$ cat src/rtl/baud_tick_gen_if.sv
// Bit-timing bus between the baud decoder / UART engines and baud_tick_gen.
// half_tick exists only when BAUD_HALF_TICK_EN is defined.
interface baud_tick_gen_if;
  logic [18:0] baud_rate;
  logic        enable;
  logic        restart;
  logic        tick;
  logic        busy;
`ifdef BAUD_HALF_TICK_EN
  logic        half_tick;
`endif

  modport master (
    output baud_rate, enable, restart,
`ifdef BAUD_HALF_TICK_EN
    input  half_tick,
`endif
    input  tick, busy
  );

  modport slave (
    input  baud_rate, enable, restart,
`ifdef BAUD_HALF_TICK_EN
    output half_tick,
`endif
    output tick, busy
  );
endinterface

$ cat src/rtl/baud_tick_gen.sv
// Free-running bit-period strobe generator; new periods are latched only at bit
// boundaries. Optional mid-bit strobe is built when BAUD_HALF_TICK_EN is defined.
//
// state | meaning
// IDLE  | counter parked at 0, period tracks the clamped baud_rate every clock
// RUN   | counting bit periods, strobing tick at each terminal count
module baud_tick_gen #(
  parameter int unsigned MIN_PERIOD = 2,
  parameter logic [18:0] RST_PERIOD = 19'd10_417
) (
  input logic            clk,
  input logic            rst,
  baud_tick_gen_if.slave bus
);

  localparam logic [18:0] MinP = 19'(MIN_PERIOD);

  typedef enum logic {IDLE, RUN} state_t;

  state_t      state_q;
  logic [18:0] cnt_q;
  logic [18:0] period_q;
  logic        tick_q;
  logic        busy_q;
  logic [18:0] eff_d;
  logic        term_d;

`ifdef BAUD_HALF_TICK_EN
  logic [18:0] half_q;
  logic        half_tick_q;
  logic        half_hit_d;

  assign half_hit_d    = (cnt_q == (half_q - 19'd1));
  assign bus.half_tick = half_tick_q;
`endif

  assign eff_d   = (bus.baud_rate < MinP) ? MinP : bus.baud_rate;
  // period_q >= MIN_PERIOD, so the subtraction cannot wrap
  assign term_d  = (cnt_q == (period_q - 19'd1));
  assign bus.tick = tick_q;
  assign bus.busy = busy_q;

  always_ff @(posedge clk or negedge rst) begin
    if (!rst) begin
      state_q     <= IDLE;
      cnt_q       <= '0;
      period_q    <= RST_PERIOD;
      tick_q      <= 1'b0;
      busy_q      <= 1'b0;
`ifdef BAUD_HALF_TICK_EN
      half_q      <= RST_PERIOD >> 1;
      half_tick_q <= 1'b0;
`endif
    end else begin
      tick_q      <= 1'b0;
`ifdef BAUD_HALF_TICK_EN
      half_tick_q <= 1'b0;
`endif
      case (state_q)
        IDLE: begin
          cnt_q    <= '0;
          period_q <= eff_d;
`ifdef BAUD_HALF_TICK_EN
          half_q   <= eff_d >> 1;
`endif
          if (bus.enable) begin
            state_q <= RUN;
            busy_q  <= 1'b1;
          end
        end
        RUN: begin
          if (!bus.enable) begin
            // disable wins over restart and suppresses any strobe
            state_q <= IDLE;
            busy_q  <= 1'b0;
            cnt_q   <= '0;
          end else if (bus.restart) begin
            cnt_q    <= '0;
            period_q <= eff_d;
`ifdef BAUD_HALF_TICK_EN
            half_q   <= eff_d >> 1;
`endif
          end else begin
`ifdef BAUD_HALF_TICK_EN
            if (half_hit_d) half_tick_q <= 1'b1;
`endif
            if (term_d) begin
              cnt_q    <= '0;
              tick_q   <= 1'b1;
              period_q <= eff_d;
`ifdef BAUD_HALF_TICK_EN
              half_q   <= eff_d >> 1;
`endif
            end else begin
              cnt_q <= cnt_q + 19'd1;
            end
          end
        end
        default: begin
          state_q <= IDLE;
          busy_q  <= 1'b0;
          cnt_q   <= '0;
        end
      endcase
    end
  end

endmodule

$ cat src/flat_wrapper.sv
// flat-port wrapper written by rule: the top's interface ports become plain ports
module baud_tick_gen_flat 
#(
  parameter int unsigned MIN_PERIOD = 2,
  parameter logic [18:0] RST_PERIOD = 19'd10_417
)
  (clk, rst, bus_baud_rate, bus_enable, bus_restart, bus_tick, bus_busy);
  baud_tick_gen_if bus_i ();
  input logic clk;
  input logic rst;
  input wire logic [$bits(bus_i.baud_rate)-1:0] bus_baud_rate;
  input wire logic [$bits(bus_i.enable)-1:0] bus_enable;
  input wire logic [$bits(bus_i.restart)-1:0] bus_restart;
  output wire logic [$bits(bus_i.tick)-1:0] bus_tick;
  output wire logic [$bits(bus_i.busy)-1:0] bus_busy;
  assign bus_i.baud_rate = bus_baud_rate;
  assign bus_i.enable = bus_enable;
  assign bus_i.restart = bus_restart;
  assign bus_tick = bus_i.tick;
  assign bus_busy = bus_i.busy;
  baud_tick_gen #(.MIN_PERIOD(MIN_PERIOD), .RST_PERIOD(RST_PERIOD)) u_core (.clk(clk), .rst(rst), .bus(bus_i));
endmodule
$ cat config.mk
export PLATFORM = sky130hd
export DESIGN_NAME = baud_tick_gen_flat
export DESIGN_NICKNAME = d
export VERILOG_FILES = /design/src/rtl/baud_tick_gen_if.sv /design/src/rtl/baud_tick_gen.sv /design/src/flat_wrapper.sv
export SDC_FILE = /design/constraint.sdc
export NUM_CORES = 1
export LEC_CHECK = 0
export CORE_MARGIN = 5
export CORE_UTILIZATION = 30
export CTS_CLUSTER_SIZE = 24
export DETAILED_ROUTE_END_ITERATION = 8
export MAX_ROUTING_LAYER = met4
export SLEW_MARGIN = 5
export SYNTH_ARGS = -nofsm -noshare
export SYNTH_HDL_FRONTEND = slang
export SYNTH_SLANG_ARGS = --single-unit
$ cat constraint.sdc
create_clock -name clk -period 3.9 [get_ports clk]
set_input_delay 0.975 -clock clk [delete_from_list [all_inputs] [get_ports clk]]
set_output_delay 0.975 -clock clk [all_outputs]
set_load 0.1 [all_outputs]
Yosys cells after proc, flatten, opt, wreduce, memory -nomap -nowiden:

Index checks and enable logic that the tools add are counted.

* memory bits (writable): 0
* flip-flop bits (word level): 41
* latch bits: 0
* logic and storage cells: 33
* memory bits (read-only): 0
* memories kept: 0
* output and inout bits: 2
* input port bits: 23

* add/subtract/negate cells: 2
* div/mod/pow operators: 0
* reduce and logical (&&, ||, !) cells: 2
* $lt $le $gt $ge: 1
* mux-type cells: 17
* equal/unequal tests: 5
* bitwise operators: 1
* shift operators: 0
* $mul: 0

Operators by type and width (count)
* $mux W19: 7
* $pmux W19 S2: 2
* $add A19 B1 Y19 const B: 1
* $eq A19 B19 Y1: 1
* $lt A19 B2 Y1 const B: 1
* $sub A19 B1 Y19 const B: 1
* $mux W1: 7
* $ne A2 B2 Y1 const B: 3
* $reduce_and A2 Y1: 2
* $ne A3 B3 Y1 const B: 1
* $pmux W1 S2: 1
* $not A1 Y1: 1

Longest topological paths before layout:

Gate-level depths: netlist of the first run.

* depth in word-level cells: 6
* gate-level depth with buffers: 10

Worst setup path after synthesis of the first run:

OpenSTA, ideal clock, no wires.

* path type: flip-flop to flip-flop
* from: register u_core.period_q[0]
* to: register u_core.period_q[10]
* slack: 0.750 ns
* buffers on the path: 1
* arrival time: 3.024 ns
* period minus slack after synthesis: 3.150 ns
* library setup time: 0.125 ns
* required time: 3.775 ns
* cell stages (with the launch flop): 11
* cell sequence: dfstp_2 -> inv_1 -> ha_1 -> or4b_4 -> nor3_2 -> or3_2 -> a2111oi_4 -> nand3_2 -> o32ai_4 -> buf_12 -> mux2_4

* cells in the longest elaborated chain, start to end: 4

RTL lines
* from (decl): line baud_tick_gen.sv:22 `logic [18:0] period_q;`
* from (signal assigned): line baud_tick_gen.sv:47 `period_q <= RST_PERIOD;`
* from (signal assigned): line baud_tick_gen.sv:62 `period_q <= eff_d;`
* from (signal assigned): line baud_tick_gen.sv:79 `period_q <= eff_d;`
* $sub A19 B1 Y19: line baud_tick_gen.sv:39 `assign term_d = (cnt_q == (period_q - 19'd1));`
* $eq A19 B19 Y1: line baud_tick_gen.sv:39
* $ne A3 B3 Y1 (no line)
* $reduce_and A2 Y1 (no line)

Every way passes these cells.
A chain may end at the register's enable or synchronous reset.

Worst setup path after layout of the first run:

* from: register u_core.period_q[0]
* to: register u_core.period_q[18]

Same word-level chain as after synthesis.

==> results of run 1 <==
## cell families (layout without fill, tap and decap cells)
kind of cell,count (synthesis),count (layout)
compound gates,18,18
xor+xnor,44,44
fa+ha+maj,3,3
buf+inv,13,40
flops,41,41
mux,21,21
simple gates,102,102
## layout by cell type, fill, tap and decap left out, types with 3 or more instances in the layout
cell             netlist  routed
a21boi_0               3       3
and3_1                 5       5
buf_4                  0       3
clkbuf_8               0       5
clkdlybuf4s50_1        0      23
dfrtp_1               35      35
dfstp_2                6       6
ha_1                   3       3
inv_1                  5       5
mux2_2                 9       9
mux2_4                 8       8
mux2i_1                4       4
nand2_1                8       8
nand2b_1               3       3
nand3_1                9       9
nand3b_1               3       3
nand4_1                7       7
nor2_1                28      28
nor3_1                 5       5
nor4_1                 7       7
nor4b_1                3       3
or4_1                  4       4
xnor2_1               22      22
xor2_1                21      21
## power by group
group          switching [mW]  internal (mW)
Clock                   0.147          0.127
Sequential             0.0485          0.457
Combinational          0.0913          0.101
Total                   0.286          0.684
## cell type report
cell class,count,area share [%]
Tap cell,108,4.465
Inverter,5,0.6201
Clock buffer,7,2.522
Clock inverter,1,0.2480
Timing Repair Buffer,27,8.516
Sequential cell,41,34.15
Multi-Input combinational cell,188,49.48
## through the flow
step	worst slack (ns)	area, um2
floorplan	0.7505	2620
global placement	0.7499	2943
detailed placement	0.6925	2943
CTS	0.6891	3027
global route	0.5236	3027
finish	0.6947	3027
## critical path: stages (launching register included)
cell and delay (ns):
dfstp_2 0.59, inv_1 0.07, ha_1 0.26, or4b_4 0.24
nor3_2 0.05, or3_2 0.48, a2111oi_4 0.35, nand3_2 0.14
o32ai_4 0.29, buf_4 0.27, mux2_2 0.35
## final timing paths
path	startpoint	end	slack, ns	depth (start not counted)
max	u_core.period_q[0]$_DFFE_PN1P_	u_core.period_q[18]$_DFFE_PN0P_	0.69	10
min	u_core.bus.busy$_DFFE_PN0P_	u_core.bus.busy$_DFFE_PN0P_	0.48	2
max reg2reg	u_core.period_q[0]$_DFFE_PN1P_	u_core.period_q[18]$_DFFE_PN0P_	0.69	10
min reg2reg	u_core.bus.busy$_DFFE_PN0P_	u_core.bus.busy$_DFFE_PN0P_	0.48	2
max in group asynchronous	rst	u_core.period_q[8]$_DFFE_PN0P_	2.53	1
min in group asynchronous	rst	u_core.period_q[10]$_DFFE_PN0P_	0.80	1
## layer usage
| layer | global-route usage, % | routed length (um) |
|---|---|---|
| met5 | - | 0 |
| met4 | 4.183 | 72 |
| met1 | 13.44 | 2511 |
| met2 | 18.82 | 2699 |
| met3 | 2.884 | 238 |
## flip-flops by register name, indices dropped and copies added (netlist names)
| signal | flops |
|---|---|
| u_core.bus.busy | 1 |
| u_core.bus.tick | 1 |
| u_core.state_q | 1 |
| u_core.period_q | 19 |
| u_core.cnt_q | 19 |
==> impl_metrics.json, run 1 <==
{
  "status": "completed",
  "instances_no_fill": 377,
  "h-tree-depth": 2,
  "vias_per_cell": 4.944,
  "tns_ns": 0,
  "worst_pin_slew_ns": 0.9602,
  "ys_async_sr_fraction_pct": 100.0,
  "portBuffers": 24,
  "yosysWarnings": 0,
  "period_needed_ns": 3.205,
  "netlist.area_leader.share_pct": 33.43,
  "synthTopCellsByCount": "dfrtp_1 (35), nor2_1 (28), xnor2_1 (22), xor2_1 (21)",
  "cts_tree": "yes",
  "synth_nets": 268,
  "synth_area_um2": 2620,
  "die_w_um": 103.5,
  "synth_seq_area_share_pct": 39.45,
  "synth.distinct_cells": 54,
  "setup_violations": 0,
  "synth_compound_area_share_pct": 6.686,
  "syn_inst": 242,
  "num_vias": 1864,
  "antenna_found_initial": 0,
  "diodes": 0,
  "avgSynthCellArea_um2": 10.83,
  "synth_mux_area_share_pct": 9.981,
  "final_core_util_pct": 35.05,
  "clk_latency_ns": 0.29,
  "grt-ovfl-total": 0,
  "cts_max_path_buffers": 2,
  "yosys.area_share.simple_pct": 23.78,
  "holdWs_ns": 0.4814,
  "total_power_mw": 0.9704,
  "ys_seq_elements": 41,
  "cp-start-kind": "register",
  "cts.clk_slew.worst_paths_ns": 0.07,
  "dp.cells": 369,
  "ctsHoldBuffers": 0,
  "post-route-period-util_pct": 82.19,
  "grt_pass1_vias": 1950,
  "powerDensity_nw_per_um2": 320.6,
  "fp.dieH_um": 103.5,
  "synth_top_family_by_area": "simple AND/OR/NAND/NOR gates",
  "maxSlewHeadroom_pct": 35.79,
  "fill_cells": 860,
  "yosysMostFrequentCell": "dfrtp_1",
  "synthAdderAreaFrac_pct": 1.433,
  "hpwl_mm": 4.272,
  "layout-drive-gt1-share_pct": 18.22,
  "synth_flop_cell": "dfrtp_1",
  "nets": 294,
  "clock_sinks": 41,
  "wl_mm": 5.521,
  "yosys.area.top_type": "dfrtp_1",
  "cp-end-kind": "register",
  "start_util_pct": 30.34,
  "hold_viol": 0,
  "io_pins": 25,
  "grt_pass1_wl_mm": 9.190,
  "drv_cap": 0,
  "synth_area_leaders": "dfrtp_1 (33%), xnor2_1 (7.4%), xor2_1 (7.0%)",
  "die-area_um2": 10700,
  "row_count": 34,
  "post-cts-setup-buffer-count": 0,
  "drt_first_pass_iters": 4,
  "drt-initial-drc-count": 77,
  "leakagePower_nw": 1.156,
  "ctsResizeCount": 0,
  "drcViolationCount": 0,
  "worstPathMaxFanout": 12,
  "gp_congestion": 0.8684,
  "core_area_um2": 8636,
  "cp.arrival_ns": 3.39,
  "fin_skew_ns": 0.005154,
  "regArea_um2": 1033,
  "root_buffer": "clkbuf_8",
  "min-delay-path-class": "reg2reg",
  "cp.required_ns": 4.08,
  "grt_max_degree": 42,
  "ant_nets": 0,
  "syn2layout_area_growth_pct": 15.52,
  "slew_violations": 0,
  "multi_input_area_um2": 1498,
  "synth_xor_area_share_pct": 15.28,
  "max_freq_ghz": 0.3120,
  "synth-edff-count": 0,
  "grt_setup_unrepaired": "no",
  "grt_usage_pct": 11.42,
  "wire_per_inst_um": 14.64,
  "path_class": "reg2reg",
  "numCtsBuffers": 5,
  "max-vdd-ir-drop_uv": 119.9
}
(Power assumes the default switching activity.)
==> run 2, diff against run 1 <==
Clock period 3.9 ns to 3.4 ns, I/O delays scaled along.
==> run 2 against run 1 <==
Net effect: first-iteration DRC count is 10% lower; utilization is 0.52 points higher; sequential cell count stayed put; critical path type unchanged; largest power group unchanged; highest routed layer unchanged.
==> impl_metrics.json, run 2 (synthesized netlist as in run 1, its figures left out) <==
{
  "status": "completed",
  "cp-end-kind": "register",
  "dp.cells": 373,
  "final_common_cell": "dfrtp_1",
  "core_area_um2": 8636,
  "grt_pass1_wl_mm": 9.190,
  "setup_violations": 0,
  "nets": 298,
  "portBuffers": 24,
  "vias_per_cell": 4.821,
  "holdWs_ns": 0.4884,
  "multi_input_area_um2": 1498,
  "min-delay-path-class": "reg2reg",
  "rr_startpoint": "u_core.period_q[0]$_DFFE_PN1P_",
  "num_vias": 1832,
  "post-route-period-util_pct": 95.12,
  "fin_skew_ns": 0.003460,
  "worst_pin_slew_ns": 0.9017,
  "top_regs": "u_core.cnt_q (19), u_core.period_q (19)",
  "hpwl_mm": 4.178,
  "tns_ns": 0,
  "ctsResizeCount": 0,
  "io_pins": 25,
  "syn2layout_area_growth_pct": 17.24,
  "ff2ff_setup_slack_ns": 0.17,
  "cts_tree": "yes",
  "drcViolationCount": 0,
  "cp-start-kind": "register",
  "path_class": "reg2reg",
  "maxSlewHeadroom_pct": 39.88,
  "period_needed_ns": 3.234,
  "max_stage_delay_ns": 0.60,
  "clock_sinks": 41,
  "die-area_um2": 10700,
  "crit_path_cell_trace": "inv_1 > ha_1 > or4b_4 > nor3_2 > or3_2 > a2111oi_4 > nand3_2 > o32ai_4 > buf_4 > mux2_2",
  "fp.dieH_um": 103.5,
  "layout-drive-gt1-share_pct": 20.59,
  "hold_viol": 0,
  "grt_pass1_vias": 1884,
  "cts.clk_slew.worst_paths_ns": 0.08,
  "worstPathMaxFanout": 12,
  "die_w_um": 103.5,
  "leakagePower_nw": 1.195,
  "reg2reg_depth": 10,
  "placed_area_um2": 2968,
  "ant_nets": 0,
  "regArea_um2": 1033,
  "antenna_found_initial": 0,
  "layout_common_cells": "dfrtp_1 (35), nor2_1 (28), xnor2_1 (22)",
  "numCtsBuffers": 5,
  "crit_path_end": "u_core.period_q[2]$_DFFE_PN0P_",
  "cp.required_ns": 3.58,
  "grt_setup_unrepaired": "no",
  "critPathLaunch": "u_core.period_q[0]$_DFFE_PN1P_",
  "cp_num_buf_inv": 2,
  "cts_max_path_buffers": 2,
  "grt_max_degree": 42,
  "slew_violations": 0,
  "diodes": 0,
  "drv_cap": 0,
  "pre_cts_ws_ns": 0.1877,
  "ctsHoldBuffers": 0,
  "setup_ws_ns": 0.1660,
  "gp_congestion": 0.8996,
  "wire_per_inst_um": 14.31,
  "cp.arrival_ns": 3.41,
  "post-cts-setup-buffer-count": 0,
  "start_util_pct": 30.34,
  "wl_mm": 5.439,
  "drt_first_pass_iters": 4,
  "fill_cells": 863,
  "grt-ovfl-total": 0,
  "grt_usage_pct": 11.52,
  "row_count": 34,
  "instances_no_fill": 380,
  "final_area_um2": 3072,
  "path_depth": 10,
  "powerDensity_nw_per_um2": 384.4,
  "root_buffer": "clkbuf_8",
  "slowest_stage": "dfstp_2",
  "clk_latency_ns": 0.29,
  "h-tree-depth": 2,
  "max-vdd-ir-drop_uv": 144.2,
  "holdPathStages": 2,
  "max_freq_ghz": 0.3092,
  "r2r-end": "u_core.period_q[2]$_DFFE_PN0P_",
  "drt-initial-drc-count": 69,
  "path_delay_family": "simple AND/OR/NAND/NOR gates"
}
## run 2: cell types whose count changed in the layout (fill, tap and decap cells not counted)
cell	before	now
clkdlybuf4s50_1	23	21
clkbuf_1	2	0
buf_4	3	9
clkinvlp_4	1	0
clkinv_2	0	1
bufinv_16	0	1
## run 2: per-layer routing
metal | track usage [%] | vias up | wire [um]
met5 | - | - | 0
met4 | 5.279 | 0 | 176
met3 | 3.018 | 9 | 208
met2 | 17.65 | 21 | 2511
met1 | 14.19 | 879 | 2542
li1 | - | 923 | -
## run 2: how the worst min path moves through the flow
stage	from	to
after floorplan	u_core.state_q$_DFF_PN0_	u_core.bus.busy$_DFFE_PN0P_
after CTS	u_core.bus.busy$_DFFE_PN0P_	u_core.bus.busy$_DFFE_PN0P_
after global placement	u_core.bus.busy$_DFFE_PN0P_	u_core.bus.busy$_DFFE_PN0P_
final	u_core.bus.busy$_DFFE_PN0P_	u_core.bus.busy$_DFFE_PN0P_
after detailed placement	u_core.bus.busy$_DFFE_PN0P_	u_core.bus.busy$_DFFE_PN0P_
after global routing	u_core.bus.busy$_DFFE_PN0P_	u_core.bus.busy$_DFFE_PN0P_
## run 2: through the flow
| stage | total power [mW] | utilization [%] |
|---|---|---|
| finish | 1.181 | 35.57 |
| global placement | 0.8116 | 34.37 |
| CTS | 1.201 | 35.57 |
| detailed placement | 0.8131 | 34.37 |
| global route | 1.245 | 35.57 |
| floorplan | 0.7411 | - |
## run 2: worst min-delay path, cell delays in order, from the launching register on
cell	delay (ns)
dfrtp_1	0.34
nand2_1	0.04
o21ai_0	0.06
## run 2: report_power, final
part | switching [mW] | internal, mW | leakage, nW | total (mW)
registers | 0.0542 | 0.524 | 0.517 | 0.578
clock network | 0.166 | 0.213 | 0.0540 | 0.379
logic | 0.105 | 0.118 | 0.624 | 0.224
total | 0.325 | 0.856 | 1.20 | 1.18
## run 2: area by class of cell
cell class	instances	share of cell area (%)
multi-input combinational	188	48.76
sequential	41	33.65
timing repair buffer	31	9.206
tap	108	4.399
clock buffer	5	2.240
clock inverter	2	1.141
inverter	5	0.6110
==> run 3, diff against run 2 <==
Settings changed: CTS_CLUSTER_DIAMETER set to 50.
==> results of run 3 <==
Final layout, timing and power as in run 2 (identical DEF).
